[src/rtl/fetch_unit_if.sv]
// Fetch unit bus bundle: PC source, instruction memory port and decode handshake.
// The unit itself uses the slave modport; its environment uses master.
interface fetch_unit_if;
  logic [31:0] pc_i;
  logic        pc_valid_i;
  logic        pc_ready_o;
  logic        flush_i;
  logic        imem_req_o;
  logic [31:0] imem_addr_o;
  logic        imem_gnt_i;
  logic        imem_rvalid_i;
  logic [31:0] imem_rdata_i;
  logic        instr_valid_o;
  logic        instr_ready_i;
  logic [31:0] instr_o;
  logic [31:0] instr_pc_o;
  logic        instr_misalign_o;

  modport slave (
    input  pc_i, pc_valid_i, flush_i, imem_gnt_i, imem_rvalid_i, imem_rdata_i, instr_ready_i,
    output pc_ready_o, imem_req_o, imem_addr_o, instr_valid_o, instr_o, instr_pc_o,
           instr_misalign_o
  );

  modport master (
    output pc_i, pc_valid_i, flush_i, imem_gnt_i, imem_rvalid_i, imem_rdata_i, instr_ready_i,
    input  pc_ready_o, imem_req_o, imem_addr_o, instr_valid_o, instr_o, instr_pc_o,
           instr_misalign_o
  );
endinterface

[src/rtl/fetch_unit.sv]
// Instruction fetch unit: one outstanding word read at a time, results buffered
// with their PC in a DEPTH-entry circular queue toward decode.
//
// state     | meaning
// ----------+------------------------------------------------------------
// IDLE      | ready to accept a new PC when the queue has room
// WAIT_GNT  | request held on imem, waiting for grant
// WAIT_RESP | granted, waiting for read data
// DROP      | flushed after grant, waiting to discard the stale response
module fetch_unit #(
  parameter int DEPTH = 2
) (
  input logic         clk,
  input logic         rst,
  fetch_unit_if.slave bus
);

  localparam int PW = (DEPTH > 1) ? $clog2(DEPTH) : 1;

  typedef logic [PW-1:0] ptr_t;
  typedef logic [PW:0]   cnt_t;
  typedef enum logic [1:0] {IDLE, WAIT_GNT, WAIT_RESP, DROP} state_t;

  localparam cnt_t FULL = cnt_t'(DEPTH);

  state_t      state, state_nxt;
  logic [31:0] pc_q;
  ptr_t        head, tail;
  cnt_t        count;

  logic [31:0] q_instr [DEPTH];
  logic [31:0] q_pc    [DEPTH];
  logic        q_mis   [DEPTH];

  logic        accept, push, pop, not_empty;
  logic [31:0] push_instr, push_pc;
  logic        push_mis;

  assign not_empty      = (count != '0);
  assign bus.pc_ready_o = (state == IDLE) && !bus.flush_i && (count < FULL) && !rst;
  assign accept         = bus.pc_valid_i && bus.pc_ready_o;

  // Room was reserved when the PC was accepted, so a push never finds the queue full.
  assign push = !bus.flush_i &&
                ((accept && (bus.pc_i[1:0] != 2'b00)) ||
                 ((state == WAIT_RESP) && bus.imem_rvalid_i));
  assign pop  = not_empty && bus.instr_ready_i && !bus.flush_i;

  always_comb begin
    push_instr = '0;
    push_pc    = bus.pc_i;
    push_mis   = 1'b1;
    if (state == WAIT_RESP) begin
      push_instr = bus.imem_rdata_i;
      push_pc    = pc_q;
      push_mis   = 1'b0;
    end
  end

  always_comb begin
    state_nxt = state;
    unique case (state)
      IDLE: begin
        if (accept && (bus.pc_i[1:0] == 2'b00)) state_nxt = WAIT_GNT;
      end
      WAIT_GNT: begin
        if (bus.flush_i)         state_nxt = bus.imem_gnt_i ? DROP : IDLE;
        else if (bus.imem_gnt_i) state_nxt = WAIT_RESP;
      end
      WAIT_RESP: begin
        if (bus.flush_i)            state_nxt = bus.imem_rvalid_i ? IDLE : DROP;
        else if (bus.imem_rvalid_i) state_nxt = IDLE;
      end
      DROP: begin
        if (bus.imem_rvalid_i) state_nxt = IDLE;
      end
      default: state_nxt = IDLE;
    endcase
  end

  always_ff @(posedge clk) begin
    if (rst) begin
      state <= IDLE;
      pc_q  <= '0;
      head  <= '0;
      tail  <= '0;
      count <= '0;
    end else begin
      state <= state_nxt;
      if (accept) pc_q <= bus.pc_i;
      if (bus.flush_i) begin
        head  <= '0;
        tail  <= '0;
        count <= '0;
      end else begin
        if (push) tail <= tail + ptr_t'(1);
        if (pop)  head <= head + ptr_t'(1);
        if (push && !pop)      count <= count + cnt_t'(1);
        else if (pop && !push) count <= count - cnt_t'(1);
      end
    end
  end

  always_ff @(posedge clk) begin
    if (push && !rst) begin
      q_instr[tail] <= push_instr;
      q_pc[tail]    <= push_pc;
      q_mis[tail]   <= push_mis;
    end
  end

  assign bus.imem_req_o       = (state == WAIT_GNT);
  assign bus.imem_addr_o      = {pc_q[31:2], 2'b00};
  assign bus.instr_valid_o    = not_empty;
  assign bus.instr_o          = not_empty ? q_instr[head] : '0;
  assign bus.instr_pc_o       = not_empty ? q_pc[head]    : '0;
  assign bus.instr_misalign_o = not_empty ? q_mis[head]   : 1'b0;

endmodule
[src/flat_wrapper.sv]
// flat-port wrapper written by rule: the top's interface ports become plain ports
module fetch_unit_flat 
#(
  parameter int DEPTH = 2
)
  (clk, rst, bus_pc_i, bus_pc_valid_i, bus_flush_i, bus_imem_gnt_i, bus_imem_rvalid_i, bus_imem_rdata_i, bus_instr_ready_i, bus_pc_ready_o, bus_imem_req_o, bus_imem_addr_o, bus_instr_valid_o, bus_instr_o, bus_instr_pc_o, bus_instr_misalign_o);
  fetch_unit_if bus_i ();
  input logic clk;
  input logic rst;
  input wire logic [$bits(bus_i.pc_i)-1:0] bus_pc_i;
  input wire logic [$bits(bus_i.pc_valid_i)-1:0] bus_pc_valid_i;
  input wire logic [$bits(bus_i.flush_i)-1:0] bus_flush_i;
  input wire logic [$bits(bus_i.imem_gnt_i)-1:0] bus_imem_gnt_i;
  input wire logic [$bits(bus_i.imem_rvalid_i)-1:0] bus_imem_rvalid_i;
  input wire logic [$bits(bus_i.imem_rdata_i)-1:0] bus_imem_rdata_i;
  input wire logic [$bits(bus_i.instr_ready_i)-1:0] bus_instr_ready_i;
  output wire logic [$bits(bus_i.pc_ready_o)-1:0] bus_pc_ready_o;
  output wire logic [$bits(bus_i.imem_req_o)-1:0] bus_imem_req_o;
  output wire logic [$bits(bus_i.imem_addr_o)-1:0] bus_imem_addr_o;
  output wire logic [$bits(bus_i.instr_valid_o)-1:0] bus_instr_valid_o;
  output wire logic [$bits(bus_i.instr_o)-1:0] bus_instr_o;
  output wire logic [$bits(bus_i.instr_pc_o)-1:0] bus_instr_pc_o;
  output wire logic [$bits(bus_i.instr_misalign_o)-1:0] bus_instr_misalign_o;
  assign bus_i.pc_i = bus_pc_i;
  assign bus_i.pc_valid_i = bus_pc_valid_i;
  assign bus_i.flush_i = bus_flush_i;
  assign bus_i.imem_gnt_i = bus_imem_gnt_i;
  assign bus_i.imem_rvalid_i = bus_imem_rvalid_i;
  assign bus_i.imem_rdata_i = bus_imem_rdata_i;
  assign bus_i.instr_ready_i = bus_instr_ready_i;
  assign bus_pc_ready_o = bus_i.pc_ready_o;
  assign bus_imem_req_o = bus_i.imem_req_o;
  assign bus_imem_addr_o = bus_i.imem_addr_o;
  assign bus_instr_valid_o = bus_i.instr_valid_o;
  assign bus_instr_o = bus_i.instr_o;
  assign bus_instr_pc_o = bus_i.instr_pc_o;
  assign bus_instr_misalign_o = bus_i.instr_misalign_o;
  fetch_unit #(.DEPTH(DEPTH)) u_core (.clk(clk), .rst(rst), .bus(bus_i));
endmodule
[config.mk]
export PLATFORM = sky130hd
export DESIGN_NAME = fetch_unit_flat
export DESIGN_NICKNAME = d
export VERILOG_FILES = /design/src/rtl/fetch_unit_if.sv /design/src/rtl/fetch_unit.sv /design/src/flat_wrapper.sv
export SDC_FILE = /design/constraint.sdc
export NUM_CORES = 1
export LEC_CHECK = 0
export ABC_AREA = 1
export BUFFER_PORTS_ARGS = -buffer_cell sky130_fd_sc_hd__buf_2
export CAP_MARGIN = 40
export CORE_MARGIN = 2
export CORE_UTILIZATION = 54
export DETAILED_ROUTE_END_ITERATION = 7
export PLACE_DENSITY = 0.8
export SLEW_MARGIN = 20
export SYNTH_ARGS = -nofsm -noshare
export SYNTH_HDL_FRONTEND = slang
export SYNTH_SLANG_ARGS = --single-unit
[constraint.sdc]
create_clock -name clk -period 6.1 [get_ports clk]
set_input_delay 1.22 -clock clk [delete_from_list [all_inputs] [get_ports clk]]
set_output_delay 1.22 -clock clk [all_outputs]
set_load 0.01 [all_outputs]
# Word level (Yosys, flattened, before mapping)
# Memories as Yosys holds them, arrays and structs flattened. A register that Yosys moved wholly into a read port is not among the register bits.
# Cells that the tools add are included.
dict set report totals {
  regBits 38
  mem_bits_rw 130
  inputBits 71
  output_inout_bits 100
  wordCells 67
  memories 3
}
# name words word_bits rd rd_ports_with_merged_regs write_ports line
set memory_table {}
lappend memory_table {u_core.q_instr 2 32 1 1 1 fetch_unit.sv:31} ;# logic [31:0] q_instr [DEPTH];
lappend memory_table {u_core.q_pc 2 32 1 1 1 fetch_unit.sv:32} ;# logic [31:0] q_pc [DEPTH];
lappend memory_table {u_core.q_mis 2 1 1 1 1 fetch_unit.sv:33} ;# logic q_mis [DEPTH];
dict set report op_classes {
  addsub 4
  n_lt_le_gt_ge 1
  eq_ne 5
  n_mux 24
  reduce_logical 25
}
# cell count
set ops {}
lappend ops {{2-to-1 mux 32 bit} 4}
lappend ops {{2-to-1 mux 2 bit} 9}
lappend ops {{logical AND 1 bit} 13}
lappend ops {{2-to-1 mux 1 bit} 10}
lappend ops {{case mux 2 bit (4 select lines)} 1}
lappend ops {{nonzero test 2 bit} 3}
lappend ops {{== test 2 bit, second input constant} 2}
lappend ops {{logical NOT 1 bit} 4}
lappend ops {{logical NOT 2 bit} 2}
lappend ops {{!= test 3 bit, second input constant} 1}
lappend ops {{adder 1 bit, second input constant} 2}
lappend ops {{adder 2 x 1 -> 2 bit, second input constant} 1}
lappend ops {{== test 2 x 1 -> 1 bit, second input constant} 1}
lappend ops {{< comparator 2 bit, second input constant} 1}
lappend ops {{!= test 2 bit, second input constant} 1}
lappend ops {{AND reduction 2 bit} 1}
lappend ops {{OR reduction 2 bit} 1}
lappend ops {{subtractor 2 x 1 -> 2 bit, second input constant} 1}
lappend ops {{logical OR 1 bit} 1}

# Depth between registers and ports, before layout
dict set report depth {
  ltp_word 12
  ltp_mapped 11
  depth_no_buf 10
}

# Worst setup path after synthesis
# No wires, ideal clock.
dict set report synth_timing {
  path_type {input to register}
  from {input port rst}
  to {memory u_core.q_instr[1][0] (enable)}
  setup_ns 0.488
  t_arrival_ns 4.704
  required_time_ns 5.612
  setup_slack_ns 0.908
  path_stages 8
  n_path_buf 1
  path_cell_list {buf_6 -> nor2_4 -> nand2_2 -> nor2_4 -> nand3_1 -> nand2_1 -> nand2_1 -> nor2_1}
}
dict set report synth_between {
  elab_chain_len 9
}
# item line
set synth_rtl {}
lappend synth_rtl {{start: declaration} flat_wrapper.sv:9} ;# input logic rst;
lappend synth_rtl {{logical NOT 1 bit} fetch_unit.sv:40} ;# assign bus.pc_ready_o = (state == IDLE) && !bus.flush_i && (count < FULL) && !rst;
lappend synth_rtl {{logical AND 1 bit} fetch_unit.sv:40}
lappend synth_rtl {{via bus_pc_ready_o} flat_wrapper.sv:17} ;# output wire logic [$bits(bus_i.pc_ready_o)-1:0] bus_pc_ready_o;
lappend synth_rtl {{logical AND 1 bit} fetch_unit.sv:41} ;# assign accept = bus.pc_valid_i && bus.pc_ready_o;
lappend synth_rtl {{logical AND 1 bit} fetch_unit.sv:45} ;# ((accept && (bus.pc_i[1:0] != 2'b00)) ||
lappend synth_rtl {{logical OR 1 bit} fetch_unit.sv:45}
lappend synth_rtl {{logical AND 1 bit} fetch_unit.sv:44} ;# assign push = !bus.flush_i &&
lappend synth_rtl {{logical AND 1 bit} fetch_unit.sv:105} ;# if (push && !rst) begin
lappend synth_rtl {{2-to-1 mux 1 bit} fetch_unit.sv:105}
lappend synth_rtl {{2-to-1 mux 1 bit (implied by the code)} fetch_unit.sv:106} ;# q_instr[tail] <= push_instr;
lappend synth_rtl {{end: declaration} fetch_unit.sv:31}
# The timed path passes the listed nets, and every way through them passes these cells.

# Worst setup path in the final report
dict set report layout_timing {
  from {input port rst}
  to {memory u_core.q_instr[1][3] (enable)}
}
dict set report layout_between {
  elab_chain_len 9
}
# item line
set layout_rtl {}
lappend layout_rtl {{logical NOT 1 bit (*)} {fetch_unit.sv:40, fetch_unit.sv:105}}
lappend layout_rtl {{logical AND 1 bit} fetch_unit.sv:40}
lappend layout_rtl {{logical AND 1 bit} fetch_unit.sv:41}
lappend layout_rtl {{logical AND 1 bit} fetch_unit.sv:45}
lappend layout_rtl {{logical OR 1 bit} fetch_unit.sv:45}
lappend layout_rtl {{logical AND 1 bit} fetch_unit.sv:44}
lappend layout_rtl {{logical AND 1 bit (*)} fetch_unit.sv:105}
lappend layout_rtl {{2-to-1 mux 1 bit (*)} fetch_unit.sv:105}
lappend layout_rtl {{2-to-1 mux 1 bit (implied by the code) (*)} fetch_unit.sv:106}
# Every way passes the cells marked *; elsewhere a longest branch is shown, timed or not.

==> run_results.csv <==
group,metric,value,unit
setup_path,path_max_fanout,40,
sta,finalWorstPathRequiredPeriod,3.531,ns
placement,placed_cell_area,8094,sq um
floorplan,fp.dieArea,14620,sq um
floorplan,dieWidth,120.9,um
global_routing,pin_count_of_the_biggest_net_entering_global_routing,67,
sta,clock_skew,0.007254,ns
yosys,synth-seq-area-share,0.6345,
sta,setup_repair_after_global_routing_missed_its_margin,"false",
power_and_ir_drop,static_leakage,3.765,nW
yosys,netlist-cell-type-count,22,
setup_path,worst_path_max_delay_cell,"sky130_fd_sc_hd__nor2_4",
floorplan,chipHeight,120.9,um
setup_path,cp_data_required_time,6.16,ns
clock_tree,cts_num_sinks,169,
setup_path,critPathMostFrequentCell,"sky130_fd_sc_hd__nor2_4",
layout,area.sequential,4686,sq um
sta,setup-violations-final,0,
global_routing,global_route_wire_length_before_repair,22780,um
power_and_ir_drop,max-vdd-ir-drop,188.6,uV
yosys,synth_top_area_cell,"sky130_fd_sc_hd__edfxtp_1",
layout,stdcell_area,8747,sq um
sta,final_clock_period_utilization_by_the_worst_path,0.5789,
setup_path,cp_data_arrival_time,3.59,ns
layout,areaGrowthSynthToFinish,18.47,%
placement,globalplace.congestion,0.7734,
clock_tree,cts-buffers-inserted,17,
yosys,netlist_area,7383,sq um
setup_path,criticalPathCategory,"input port to flip-flop",
clock_tree,cts-hold-fix-buffers,0,
setup_path,crit_path_end_kind,"flip-flop",
yosys,netlist_instances,719,
sta,hold_viol,0,
global_routing,grt.total_usage,0.2031,
sta,setup-tns-final,0,ns
layout,multi_input_area,1993,sq um
setup_path,crit_path_start_kind,"input port",
floorplan,ios,171,
detailed_routing,drtAntennaViolNets,0,
detailed_routing,vias_per_cell,4.975,
layout,nFillCells,1033,
detailed_routing,initialDrtViolationCount,366,
detailed_routing,remaining_drc_errors,0,
clock_tree,worst_skew_pair.late_latency,0.43,ns
layout,layout-drive-gt1-share,0.2912,
clock_tree,clock_tree.root_cell,"sky130_fd_sc_hd__clkbuf_16",
global_routing,first_global_vias,4821,
clock_tree,clock_tree_from_tritoncts,"built",
clock_tree,htree_num_levels,4,
detailed_routing,drt_pass1_iterations,4,
power_and_ir_drop,power_density,294.9,nW/um^2
clock_tree,clk_path_buf_depth,2,
placement,buffer_ports.inserted,168,
layout,stdcell_count,1032,
global_routing,globalRoute.totalOverflow,0,
clock_tree,post-cts-setup-buffer-count,0,
power_and_ir_drop,power,0.002579,W
detailed_routing,avgRoutedWirePerCell,14.03,um
layout,nNetsFinal,914,
floorplan,floorplan.initialDensity,0.5553,
floorplan,core_region_area,13300,sq um
setup_path,crit_path_cell_trace,"buf_2 -> buf_4 -> nor2_4 -> nand2_2 -> nor2_4 -> nand3_1 -> nand2_1 -> nand2_1 -> nor2_4 -> buf_4",
yosys,post_synth_main_area_contributors,"sky130_fd_sc_hd__edfxtp_1, sky130_fd_sc_hd__dfxtp_1, sky130_fd_sc_hd__nand2_1, sky130_fd_sc_hd__a211oi_2, sky130_fd_sc_hd__a21oi_1",
detailed_routing,route.vias.total,5134,
floorplan,number_of_rows_created_at_floorplan,42,
sta,clock.fmax,0.2832,GHz
detailed_routing,drt_wl_total,14480,um
flow_run,maxCapViolations,0,
yosys,post-synth-top-area-fraction,0.5287,
min_path,min-delay-path-class,"flip-flop to flip-flop",
yosys,synth-warning-count,0,
yosys,yosys_register_bits,169,
sta,timing_max_transition_violations_final,0,
setup_path,cpPeakStageDelay,0.58,ns
sta,worst_slew_margin_rel,0.5044,
clock_tree,path_clk_slew,0.06,ns
clock_tree,cts-resized-gates,0,
placement,dp.final_hpwl,9099,um
global_routing,antenna_violations_before_repair,1,
yosys,avgSynthCellArea,10.27,sq um
sta,max_slew.worst_pin.slew,0.7416,ns
placement,numPlacedInstances,998,
sta,tightest_hold_margin,0.4714,ns
status,outcome,"finished clean",
==> report_power, final <==
group          total [W]  internal [W]  leakage, nW  switching (W)
registers        0.00127       0.00126         1.50     0.00000909
logic           0.000185     0.0000681         1.96       0.000117
clock network    0.00112      0.000686        0.302       0.000437
==> cells in the final DEF, fill, tap and decap left out, drive strengths merged <==
master	instances
bufinv	4
dfxtp	39
nand3	6
nor3b	1
inv	81
clkbuf	17
o21ai	36
nor2	76
a211oi	32
edfxtp	130
ha	1
buf	176
nand2	173
conb	2
clkinv	5
a21oi	73
diode	1
o21a	1
clkinvlp	2
==> layer usage <==
metal,part of all wire,up-vias,GRT usage
met3,0.076,28,0.06720
met5,0,-,0
met1,0.42,2340,0.2475
met2,0.48,176,0.3290
li1,-,2590,-
met4,0.025,0,0.09157
==> flip-flops by register name, indices dropped and copies added (netlist names), named ones only <==
register,cells
u_core.count,2
u_core.state,2
u_core.head,1
u_core.q_pc,64
u_core.q_instr,64
u_core.pc_q,32
u_core.q_mis,2
u_core.tail,1
==> cells by family (layout without fill, tap and decap cells) <==
family          count (synthesis)  count (layout)  synth area share
compound gates                142             142            0.1291
fa+ha+maj                       1               1          0.001694
buf+inv                       150             285           0.09913
flops                         169             169            0.6345
other cells                     1               3         0.0005079
simple gates                  256             256            0.1351
==> cell type report <==
class | instances | area share
Sequential cell | 169 | 0.5357
Multi-Input combinational cell | 401 | 0.2279
Timing Repair Buffer | 176 | 0.1067
Clock buffer | 17 | 0.04863
Inverter | 77 | 0.03304
Tap cell | 176 | 0.02518
Clock inverter | 15 | 0.02260
Antenna cell | 1 | 0.0002861
==> worst paths after layout <==
check | endpoint | startpoint | depth (start not counted) | slack, ns
setup / recovery | u_core.q_instr[1][3] | rst | 10 | 2.57
hold / removal | flip-flop | u_core.head | 2 | 0.47
setup reg to reg | u_core.q_instr[1][3] | u_core.state[1] | 8 | 3.50
hold reg to reg | flip-flop | u_core.head | 2 | 0.47
==> critical path, delay by kind of cell <==
family / cells / cell delay (ns)
buffers and inverters: 3 / 0.97
AND/OR/NAND/NOR: 7 / 1.36
==> stage by stage <==
step | util | setup slack [ns]
floorplan | - | 0.9079
global placement | 0.6073 | 2.118
detailed placement | 0.6088 | 2.099
CTS | 0.6557 | 2.538
global route | 0.6579 | 2.298
finish | 0.6579 | 2.569
==> synth_stat cells <==
cell	instances
sky130_fd_sc_hd__inv_1	76
sky130_fd_sc_hd__nor2_4	2
sky130_fd_sc_hd__buf_6	5
sky130_fd_sc_hd__conb_1	1
sky130_fd_sc_hd__clkinv_1	1
sky130_fd_sc_hd__nand2_4	1
sky130_fd_sc_hd__nand2_1	171
sky130_fd_sc_hd__nor3b_1	1
sky130_fd_sc_hd__o21ai_0	36
sky130_fd_sc_hd__nand3_1	6
sky130_fd_sc_hd__o21a_1	1
sky130_fd_sc_hd__ha_1	1
sky130_fd_sc_hd__buf_4	32
sky130_fd_sc_hd__a21oi_1	73
sky130_fd_sc_hd__clkbuf_1	16
sky130_fd_sc_hd__dfxtp_1	39
sky130_fd_sc_hd__a211oi_2	32
sky130_fd_sc_hd__buf_1	11
sky130_fd_sc_hd__nand2_2	1
sky130_fd_sc_hd__nor2_1	74
sky130_fd_sc_hd__buf_2	9
sky130_fd_sc_hd__edfxtp_1	130
No activity file was read; power rests on OpenSTA's default activity.
